**src/rtl/mult_pkg.sv**
```systemverilog
// Shared definitions for the sequential approximate multiplier.
//   state_t    : control states of the shift-add FSM
//   MAX_WIDTH  : widest operand the block is meant to be built with
//   approx_ref : behavioural product with the low 'trunc' columns dropped
//                from every partial product (trunc=0 gives the exact product)
package mult_pkg;

    localparam int MAX_WIDTH = 16;

    typedef enum logic [1:0] {
        IDLE,
        CALC,
        DONE
    } state_t;

    function automatic logic [2*MAX_WIDTH-1:0] approx_ref(
        input logic [MAX_WIDTH-1:0] a,
        input logic [MAX_WIDTH-1:0] b,
        input int                   trunc
    );
        logic [2*MAX_WIDTH-1:0] sum;
        logic [2*MAX_WIDTH-1:0] keep;
        logic [2*MAX_WIDTH-1:0] pp;
        sum  = '0;
        keep = '1;
        keep = keep << trunc;
        for (int i = 0; i < MAX_WIDTH; i++) begin
            if (b[i]) begin
                pp  = {{MAX_WIDTH{1'b0}}, a} << i;
                sum = sum + (pp & keep);
            end
        end
        return sum;
    endfunction

endpackage

```
**src/rtl/seq_approx_mult.sv**
```systemverilog
// Iterative shift-add unsigned multiplier, WIDTH x WIDTH -> 2*WIDTH, one
// partial product per cycle. In approximate mode each partial product has
// its low TRUNC columns cleared before accumulation.
// Ports:
//   clk, rst              clock, asynchronous active-high reset
//   in_valid / in_ready   operand handshake (a, b, approx)
//   a, b                  unsigned operands
//   approx                1 = truncated product, 0 = exact product
//   out_valid / out_ready result handshake
//   y                     product, held after handoff until overwritten
//   y_approx              mode y was computed in
module seq_approx_mult
    import mult_pkg::*;
#(
    parameter int WIDTH = 4,
    parameter int TRUNC = 2
) (
    input  logic               clk,
    input  logic               rst,
    input  logic               in_valid,
    output logic               in_ready,
    input  logic [WIDTH-1:0]   a,
    input  logic [WIDTH-1:0]   b,
    input  logic               approx,
    output logic               out_valid,
    input  logic               out_ready,
    output logic [2*WIDTH-1:0] y,
    output logic               y_approx
);

    localparam int PW = 2 * WIDTH;
    localparam int CW = $clog2(WIDTH);

    state_t          state;
    state_t          state_next;
    logic [WIDTH-1:0] a_q;
    logic [WIDTH-1:0] b_q;
    logic             approx_q;
    logic [PW-1:0]    acc;
    logic [PW-1:0]    pp;
    logic [PW-1:0]    term;
    logic [CW-1:0]    cnt;
    logic             last_iter;

    // Column mask applied to every partial product.
    function automatic logic [PW-1:0] pp_mask(input logic approx_sel);
        logic [PW-1:0] m;
        m = '1;
        if (approx_sel) begin
            m = m << TRUNC;
        end
        return m;
    endfunction

    always_comb begin
        pp        = {{WIDTH{1'b0}}, a_q} << cnt;
        term      = b_q[cnt] ? (pp & pp_mask(approx_q)) : '0;
        last_iter = (cnt == CW'(WIDTH - 1));
    end

    always_ff @(posedge clk or posedge rst) begin
        if (rst) begin
            state <= IDLE;
        end else begin
            state <= state_next;
        end
    end

    always_comb begin
        state_next = state;
        in_ready   = 1'b0;
        out_valid  = 1'b0;
        case (state)
            IDLE: begin
                in_ready = 1'b1;
                if (in_valid) state_next = CALC;
            end
            CALC: begin
                if (last_iter) state_next = DONE;
            end
            DONE: begin
                out_valid = 1'b1;
                if (out_ready) state_next = IDLE;
            end
            default: state_next = IDLE;
        endcase
    end

    // Fixed WIDTH iterations regardless of operand values; the final
    // iteration writes acc+term straight into y so out_valid rises exactly
    // WIDTH cycles after acceptance.
    always_ff @(posedge clk or posedge rst) begin
        if (rst) begin
            a_q      <= '0;
            b_q      <= '0;
            approx_q <= 1'b0;
            acc      <= '0;
            cnt      <= '0;
            y        <= '0;
            y_approx <= 1'b0;
        end else begin
            case (state)
                IDLE: begin
                    if (in_valid) begin
                        a_q      <= a;
                        b_q      <= b;
                        approx_q <= approx;
                        acc      <= '0;
                        cnt      <= '0;
                    end
                end
                CALC: begin
                    acc <= acc + term;
                    cnt <= cnt + CW'(1);
                    if (last_iter) begin
                        y        <= acc + term;
                        y_approx <= approx_q;
                    end
                end
                default: ;
            endcase
        end
    end

endmodule

```
**config.mk**
```make
export PLATFORM = sky130hd
export DESIGN_NAME = seq_approx_mult
export DESIGN_NICKNAME = d
export VERILOG_FILES = /design/src/rtl/mult_pkg.sv /design/src/rtl/seq_approx_mult.sv
export SDC_FILE = /design/constraint.sdc
export NUM_CORES = 1
export LEC_CHECK = 0
export CAP_MARGIN = 20
export CORE_ASPECT_RATIO = 1.5
export CORE_MARGIN = 5
export CORE_UTILIZATION = 50
export CTS_BUF_LIST = sky130_fd_sc_hd__clkbuf_8
export DETAILED_ROUTE_END_ITERATION = 16
export GPL_ROUTABILITY_DRIVEN = 0
export PLACE_DENSITY = 0.78
export SETUP_SLACK_MARGIN = 0.5
export SKIP_CTS_REPAIR_TIMING = 1
export SLEW_MARGIN = 20
export SYNTH_ARGS = -nofsm -noshare
export SYNTH_HDL_FRONTEND = slang
export SYNTH_SLANG_ARGS = --single-unit
```
**constraint.sdc**
```tcl
create_clock -name clk -period 2.3 [get_ports clk]
set_input_delay 0.46 -clock clk [delete_from_list [all_inputs] [get_ports clk]]
set_output_delay 0.46 -clock clk [all_outputs]
set_load 0.01 [all_outputs]
```
# Yosys cells after proc, flatten, opt, wreduce, memory -nomap -nowiden
# Index checks and enable logic that the tools add are counted.
[totals]
ff_bits = 30
in_bits = 13
output_inout_bits = 11
word_cells = 39
[op_classes]
n_addsub = 2
magnitude_cmp = 1
eq_ne = 6
n_shift = 1
n_mux = 14
bitwise = 1
n_reduce_logical = 6
[ops]
columns = ["op", "count"]
rows = [
  ["two-way mux 8 bit", 2],
  ["case mux 8 bit (2 select lines)", 1],
  ["two-way mux 2 bit", 5],
  ["adder 8 bit", 1],
  ["AND 8 bit", 1],
  ["<< shifter 4 x 2 -> 8 bit", 1],
  ["!= test 2 bit (second input constant)", 3],
  ["case mux 2 bit (3 select lines)", 1],
  ["AND reduction 2 bit", 3],
  ["== test 2 bit (second input constant)", 2],
  ["case mux 2 bit (2 select lines)", 1],
  ["< comparator 2 x 3 -> 1 bit (second input constant)", 1],
  ["two-way mux 1 bit", 3],
  ["AND reduction 3 bit", 1],
  ["adder 2 x 1 -> 2 bit (second input constant)", 1],
  ["binary-select mux 1 bit (select 2 bit)", 1],
  ["== test 2 x 1 -> 1 bit (second input constant)", 1],
  ["zero test 2 bit", 1],
  ["nonzero test 2 bit", 1],
]

# Depth between registers and ports, before layout
# Gate-level depths: netlist (run 1).
[depth]
ltp_word = 5
ltp_mapped = 11
mapped_depth_nobuf = 11

# Worst setup path before layout (run 1)
# OpenSTA, ideal clock, no wires.
[synth_timing]
path_type = "register to register"
start = "register cnt[0]"
end = "register y[6]"
setup_time_ns = 0.095
t_arrival_ns = 2.394
required_time_ns = 2.205
path_slack_ns = -0.190
path_stages_with_launch = 10
path_buffers = 1
synth_period_minus_slack_ns = 2.490
path_cell_list = "dfrtp_1 clkbuf_1 mux4_2 and2_1 ha_1 nor2b_4 o31a_1 o21a_1 o21a_1 o31ai_1"
[synth_between]
elab_chain_cells = 4
word_cells_on_any_way = 8
classes_between = "add/sub: 1; eq/ne: 1; shift: 1; mux: 3; bitwise: 1; reduce/logical: 1"
[synth_lines]
columns = ["item", "line_no", "text"]
rows = [
  ["start: declaration", "seq_approx_mult.sv:42", "logic [CW-1:0] cnt;"],
  ["start signal: assignment", "seq_approx_mult.sv:114", "cnt <= cnt + CW'(1);"],
  ["<< shifter 4 x 2 -> 8 bit / binary-select mux 1 bit (select 2 bit) (equally long branches)", "seq_approx_mult.sv:56, seq_approx_mult.sv:57", ""],
  ["AND 8 bit / two-way mux 1 bit (equally long branches)", "seq_approx_mult.sv:57", "term = b_q[cnt] ? (pp & pp_mask(approx_q)) : '0;"],
  ["two-way mux 8 bit", "seq_approx_mult.sv:57", ""],
  ["adder 8 bit", "seq_approx_mult.sv:116", "y <= acc + term;"],
  ["end signal: assignment", "seq_approx_mult.sv:116", ""],
  ["end: declaration", "seq_approx_mult.sv:27", "output logic [2*WIDTH-1:0] y,"],
]
# Parallel ways exist; a longest one is shown, timed or not. The select of a mux whose other input is x is not followed.
# A chain may end at the register's enable or synchronous reset.

# Worst setup path after layout (run 1)
[layout_timing]
start = "register cnt[1]"
end = "register acc[6]"
[layout_between]
elab_chain_cells = 5
word_cells_on_any_way = 7
classes_between = "add/sub: 1; shift: 1; mux: 4; bitwise: 1"
[layout_lines]
columns = ["item", "line_no", "text"]
rows = [
  ["<< shifter 4 x 2 -> 8 bit / binary-select mux 1 bit (select 2 bit) (equally long branches)", "seq_approx_mult.sv:56, seq_approx_mult.sv:57", ""],
  ["AND 8 bit / two-way mux 1 bit (equally long branches)", "seq_approx_mult.sv:57", ""],
  ["two-way mux 8 bit (*)", "seq_approx_mult.sv:57", ""],
  ["adder 8 bit (*)", "seq_approx_mult.sv:113", "acc <= acc + term;"],
  ["case mux 8 bit (2 select lines) (*)", "seq_approx_mult.sv:102", "case (state)"],
  ["end signal: assignment", "seq_approx_mult.sv:113", ""],
  ["end: declaration", "seq_approx_mult.sv:39", "logic [PW-1:0] acc;"],
]
# Every way passes the cells marked *; elsewhere a longest branch is shown, timed or not. The select of a mux whose other input is x is not followed.

==> impl_metrics.csv, run 1 <==
group,metric,value,unit
layout,final_common_cell,"nand2_1",
routing,drt_iter0_drc,37,
cts,root_buffer,"clkbuf_8",
layout,nNetsFinal,233,
critical_path,critical_path_class,"reg -> reg",
layout,final_cell_mix,"nand2_1, dfrtp_1, clkdlybuf4s50_1",
routing,drc_errors,0,
synthesis,yosysWarnings,0,
cts,clock_path_buffers,2,
layout,antennaDiodeCount,0,
synthesis,synth_area,0.00160,mm²
synthesis,syn-num-nets,197,
sta,rsz0062_at_grt,"true",
layout,fin_cells,252,
sta,fin_skew,0.00455,ns
layout,syn_to_final_growth,35.7,%
sta,hold_viol,0,
synthesis,synth.avg_cell_area,9.16,µm²
outcome,outcome,"finished, violations left",
global_route,grt_use_total,18.7,%
pwr,cellPowerDensity,1340,mW/mm²
sta,whs,0.483,ns
sta,period_share,102,%
critical_path,worstPathCellList,"mux4_2 > and2_4 > ha_4 > nor2b_4 > o31a_1 > o21a_1 > o21a_1 > o31ai_1",
global_route,antenna_found_initial,0,
critical_path,endpoint_kind,"flip-flop",
routing,postRouteAntennaNets,0,
floorplanning,io_pins,24,
global_route,grt_max_degree,31,
sta,setup_viol,3,
sta,tightest_slew,0.651,ns
global_route,globalRouteOverflowTotal,0,
sta,setup_ws,-0.0559,ns
critical_path,cp_num_cells,8,
critical_path,r2r_cells,8,
place,dp.cells,239,
synthesis,synth_cell_type_count,30,
synthesis,synth_seq_cells,30,
routing,via_count,1391,
worst_hold_path,hold_path.class,"reg -> reg",
critical_path,crit_family,"compound AO/OA/AOI/OAI gates",
critical_path,cp-startpoint,"cnt[1]$_DFFE_PP0P_",
pwr,ir_worst_vdd,722,µV
cts,cts_max_level,2,
place,numPortBuffers,23,
layout,drive_gt1_share,23.1,%
critical_path,rr_endpoint,"acc[6]$_DFFE_PP0P_",
critical_path,endpoint,"acc[6]$_DFFE_PP0P_",
synthesis,syn_inst,175,
critical_path,critPathLaunchType,"flip-flop",
critical_path,cpMaxStageDelayCell,"mux4_2",
critical_path,reg2reg_from,"cnt[1]$_DFFE_PP0P_",
sta,max_freq,424,MHz
critical_path,cp.required,2.49,ns
routing,first_pass_iters,4,
pwr,p_leak,0.00101,µW
cts,cts.sinks,30,
critical_path,critical_path.max_stage_delay,0.53,ns
floorplanning,die_w,56.2,µm
floorplanning,fp.dieH,79.3,µm
floorplanning,die-area,0.00446,mm²
floorplanning,rows,25,
routing,via_per_inst,5.52,
floorplanning,initial_core_util,51.2,%
floorplanning,core,0.00313,mm²
critical_path,worst-path-max-fanout,4,
cts,cts_buffers,5,
routing,drt-total-wl,3860,µm
cts,clk_pin_slew_worst_paths,0.06,ns
outcome,violations,"negative setup slack",
cts,cts_tree,"built",
critical_path,path_buf_inv,0,
synthesis,synth-seq-area-share,46.8,%
critical_path,worstPathArrival,2.54,ns
place,hpwl,2840,µm
sta,drv_slew,0,
sta,period_minus_slack,2.36,ns
critical_path,rrSetupSlack,-0.06,ns
run,maxCapViolations,0,
routing,wl_per_cell,15.3,µm
global_route,grt_pass1_vias,1468,
global_route,grt_pass1_wl,6440,µm
critical_path,crit_top_cell,"o21a_1",
cts,clk_latency,0.28,ns
sta,max_slew_margin,56.6,%
kinds of logic (layout without fill, tap and decap cells):
family | count (synthesis) | in the layout | share of synthesized area, %
AND/OR/NAND/NOR | 74 | 74 | 20.9
buffers and inverters | 13 | 50 | 3.04
XOR/XNOR | 4 | 4 | 2.19
flip-flops | 30 | 30 | 46.8
multiplexers | 6 | 6 | 5.54
adder cells (fa/ha/maj) | 9 | 9 | 7.49
AO/OA/AOI/OAI | 39 | 39 | 14.0
cell type report:
cell class	instances	area, µm²
Sequential cell	30	752
Inverter	5	21.3
Tap cell	40	50.0
Clock buffer	6	82.6
Timing Repair Buffer	37	344
Multi-Input combinational cell	132	916
Clock inverter	2	8.76
Fill cell	244	953
power breakdown:
group,total (µW),switching (µW),internal (µW)
clock network,432,195,236
registers,951,197,754
logic,1540,777,760
worst reg2reg max path, stage by stage, from the launching register on:
cell and delay (ns):
dfrtp_1 0.38, mux4_2 0.53, and2_4 0.16, ha_4 0.23
nor2b_4 0.13, o31a_1 0.25, o21a_1 0.20, o21a_1 0.19
o31ai_1 0.19
stage by stage:
stage	instance area [µm²]	TNS (ns)	setup slack [ns]	power (µW)	util [%]
2_1_floorplan	1670	0	0.0710	1840	-
3_3_place_gp	1980	0	0.0308	2240	63.2
3_5_place_dp	1980	-0.153	-0.0666	2330	63.2
4_1_cts	2070	-0.315	-0.0821	2770	66.1
5_1_grt	2170	-0.530	-0.138	3130	69.5
6_report	2170	-0.0870	-0.0559	2920	69.5
layer usage:
layer | track usage, % | part of all wire [%] | vias to the layer above
li1 | - | - | 671
met3 | 4.07 | 2.7 | 9
met2 | 35.2 | 56 | 20
met4 | 10.2 | 2.6 | 0
met1 | 18.4 | 39 | 691
met5 | 0 | 0 | -
worst min path at each step:
stage,endpoint,from,cells past startpoint
finish,y[2]$_DFFE_PP0P_,y[2]$_DFFE_PP0P_,2
global route,y[1]$_DFFE_PP0P_,y[1]$_DFFE_PP0P_,2
CTS,y[2]$_DFFE_PP0P_,y[2]$_DFFE_PP0P_,2
detailed placement,y[2]$_DFFE_PP0P_,y[2]$_DFFE_PP0P_,2
global placement,y[3]$_DFFE_PP0P_,y[3]$_DFFE_PP0P_,2
floorplan,b_q[1]$_DFFE_PP0P_,b_q[1]$_DFFE_PP0P_,2
Yosys cell counts (all sizes together):
library cell,number,share of area (%)
nor3,2,0.62
clkbuf,8,1.9
o21bai,1,0.47
or3,1,0.39
nand2,45,11
and2,5,2.0
nand3b,2,0.94
mux2,3,2.1
inv,5,1.2
xor2,4,2.2
a211oi,1,0.47
o31a,1,0.55
a31oi,2,0.78
fa,1,1.2
nor2b,2,1.2
a21oi,7,2.2
mux4,2,2.8
o21ai,20,6.2
a21o,1,0.47
o21a,3,1.4
and4,1,0.55
mux2i,1,0.62
o31ai,2,0.94
dfrtp,30,47
o211ai,1,0.47
nor2,6,1.4
ha,8,6.2
nand3,8,2.5
nand2b,2,0.78
registers in the layout, indices dropped and copies added (netlist names):
register / count
b_q: 4
y: 8
approx_q: 1
acc: 8
cnt: 2
y_approx: 1
a_q: 4
state: 2
(Power assumes the default switching activity.)
==> run 2: changes to the inputs <==
Settings changed: CORE_UTILIZATION 50 to 55, PLACE_DENSITY 0.78 to 0.81.
Clock period 2.3 ns to 2.5 ns, I/O delays scaled along.
==> run 2 against run 1 <==
Against the previous run:
- the flow now finishes without violations
- largest cell class unchanged
- die area decreased by 7.7%
- critical endpoint is now y[6]$_DFFE_PP0P_
- register-to-register slack improved by 0.09 ns
- worst hold slack got worse by 0.00099 ns
- sequential power decreased by 7.5%
- largest power group unchanged
- wire length decreased by 2.8%
- clock power decreased by 21%
==> impl_metrics.csv, run 2 (synthesized netlist as in run 1, its figures left out) <==
group,metric,value,unit
outcome,outcome,"finished clean",
critical_path,worst-path-max-fanout,7,
pwr,p_total,2540,µW
floorplanning,die-area,0.00412,mm²
place,numPortBuffers,23,
cts,cts_max_level,2,
routing,first_pass_iters,4,
critical_path,critPathLaunchType,"flip-flop",
routing,drt-total-wl,3750,µm
cts,clock_path_buffers,2,
routing,drt_iter0_drc,59,
floorplanning,rows,24,
pwr,ir_worst_vdd,633,µV
place,hpwl,2650,µm
global_route,grt_pass1_wl,6090,µm
layout,nNetsFinal,227,
floorplanning,die_w,54.1,µm
routing,via_per_inst,5.61,
layout,final_common_cell,"nand2_1",
sta,period_share,98.6,%
routing,via_count,1370,
floorplanning,io_pins,24,
pwr,p_leak,0.000937,µW
sta,period_minus_slack,2.46,ns
pwr,power.share.clock,13.5,%
routing,postRouteAntennaNets,0,
floorplanning,initial_core_util,56.2,%
floorplanning,core,0.00285,mm²
layout,reg_top3,"acc: 8 flops, y: 8 flops",
pwr,p_int,1510,µW
sta,max_slew_margin,56.4,%
pwr,p_sw,1030,µW
sta,drv_slew,0,
sta,hold_viol,0,
global_route,grt_use_total,20.2,%
sta,setup_viol,0,
pwr,cellPowerDensity,1220,mW/mm²
sta,tightest_slew,0.655,ns
layout,final_cell_mix,"nand2_1, dfrtp_1, clkdlybuf4s50_1",
run,maxCapViolations,0,
routing,drc_errors,0,
layout,drive_gt1_share,17.6,%
pwr,power_frac_comb,51.8,%
critical_path,cp.required,2.68,ns
place,placed_cell_area,0.00194,mm²
cts,cts.sinks,30,
sta,max_freq,406,MHz
global_route,grt_max_degree,31,
pwr,p_sw_share,40.5,%
worst_hold_path,hold_path.class,"reg -> reg",
cts,root_buffer,"clkbuf_8",
global_route,globalRouteOverflowTotal,0,
global_route,grt_pass1_vias,1372,
floorplanning,fp.dieH,76.1,µm
sta,fin_skew,0.00416,ns
cts,clk_pin_slew_worst_paths,0.06,ns
critical_path,critical_path_class,"reg -> reg",
layout,finalInstanceArea,0.00208,mm²
layout,antennaDiodeCount,0,
global_route,antenna_found_initial,0,
cts,clk_latency,0.28,ns
critical_path,worstPathArrival,2.64,ns
layout,syn_to_final_growth,29.8,%
cts,cts_buffers,5,
sta,rsz0062_at_grt,"true",
routing,wl_per_cell,15.4,µm
critical_path,endpoint_kind,"flip-flop",
cts,cts_tree,"built",
pwr,sequentialPowerShare,34.7,%
run 2: changes by cell type in the layout (fill, tap and decap cells not counted), sizes merged:
| cell | before | now |
|---|---|---|
| clkinv | 1 | 0 |
| buf | 14 | 8 |
| dlymetal6s2s | 2 | 0 |
| inv | 6 | 7 |
| clkdlybuf4s50 | 21 | 23 |
| clkbuf | 6 | 5 |
run 2: metrics by stage:
step                setup TNS [ns]  instances  util (%)  hold slack [ns]  worst slack [ns]
global placement                 0        233      67.9            0.461             0.127
global route                -0.142        244      72.9            0.518            -0.104
finish                           0        244      72.9            0.482            0.0351
detailed placement               0        233      67.9            0.473            0.0725
floorplan                        0        175         -            0.463             0.271
CTS                              0        240      70.6            0.486            0.0518
run 2: final cells by class:
class | instances | area (µm²)
clock buffers | 5 | 68.8
clock inverters | 2 | 7.51
fillers | 207 | 772
inverters | 5 | 18.8
multi-input cells | 132 | 891
flip-flops and latches | 30 | 752
well taps | 39 | 48.8
repair buffers | 31 | 294
run 2: per-layer routing:
metal,part of all wire [%],vias to the layer above,GRT usage [%],wire (µm)
met2,54,50,33.4,2020
li1,-,657,-,-
met3,5.9,15,7.05,223
met4,3.3,0,10.2,122
met1,37,648,21.6,1390
met5,0,-,0,0
run 2: final timing paths:
kind	startpoint	to	slack, ns	cells past startpoint
worst max-delay path	cnt[0]$_DFFE_PP0P_	y[6]$_DFFE_PP0P_	0.04	11
worst min-delay path	y[7]$_DFFE_PP0P_	y[7]$_DFFE_PP0P_	0.48	2
worst max register to register	cnt[0]$_DFFE_PP0P_	y[6]$_DFFE_PP0P_	0.04	11
worst min register to register	y[7]$_DFFE_PP0P_	y[7]$_DFFE_PP0P_	0.48	2
max in group asynchronous	rst	cnt[0]$_DFFE_PP0P_	1.59	3
min in group asynchronous	rst	y[4]$_DFFE_PP0P_	0.60	3
run 2: critical path, cell delays in order (launching register included):
cell and delay [ns]:
dfrtp_2 0.46, buf_6 0.15, nand3b_1 0.17, nor3_2 0.13
ha_2 0.23, inv_2 0.05, fa_2 0.39, nor2b_4 0.13
o31a_1 0.18, o21a_1 0.15, nor3_1 0.07, o31ai_1 0.26
run 2: power groups by stage:
stage / Combinational (µW) / Clock, µW / Sequential [µW]
finish: 1320 / 343 / 880
global route: 1470 / 372 / 909
CTS: 1200 / 355 / 871
detailed placement: 1200 / 0 / 880
global placement: 1150 / 0 / 862
floorplan: 829 / 0 / 860
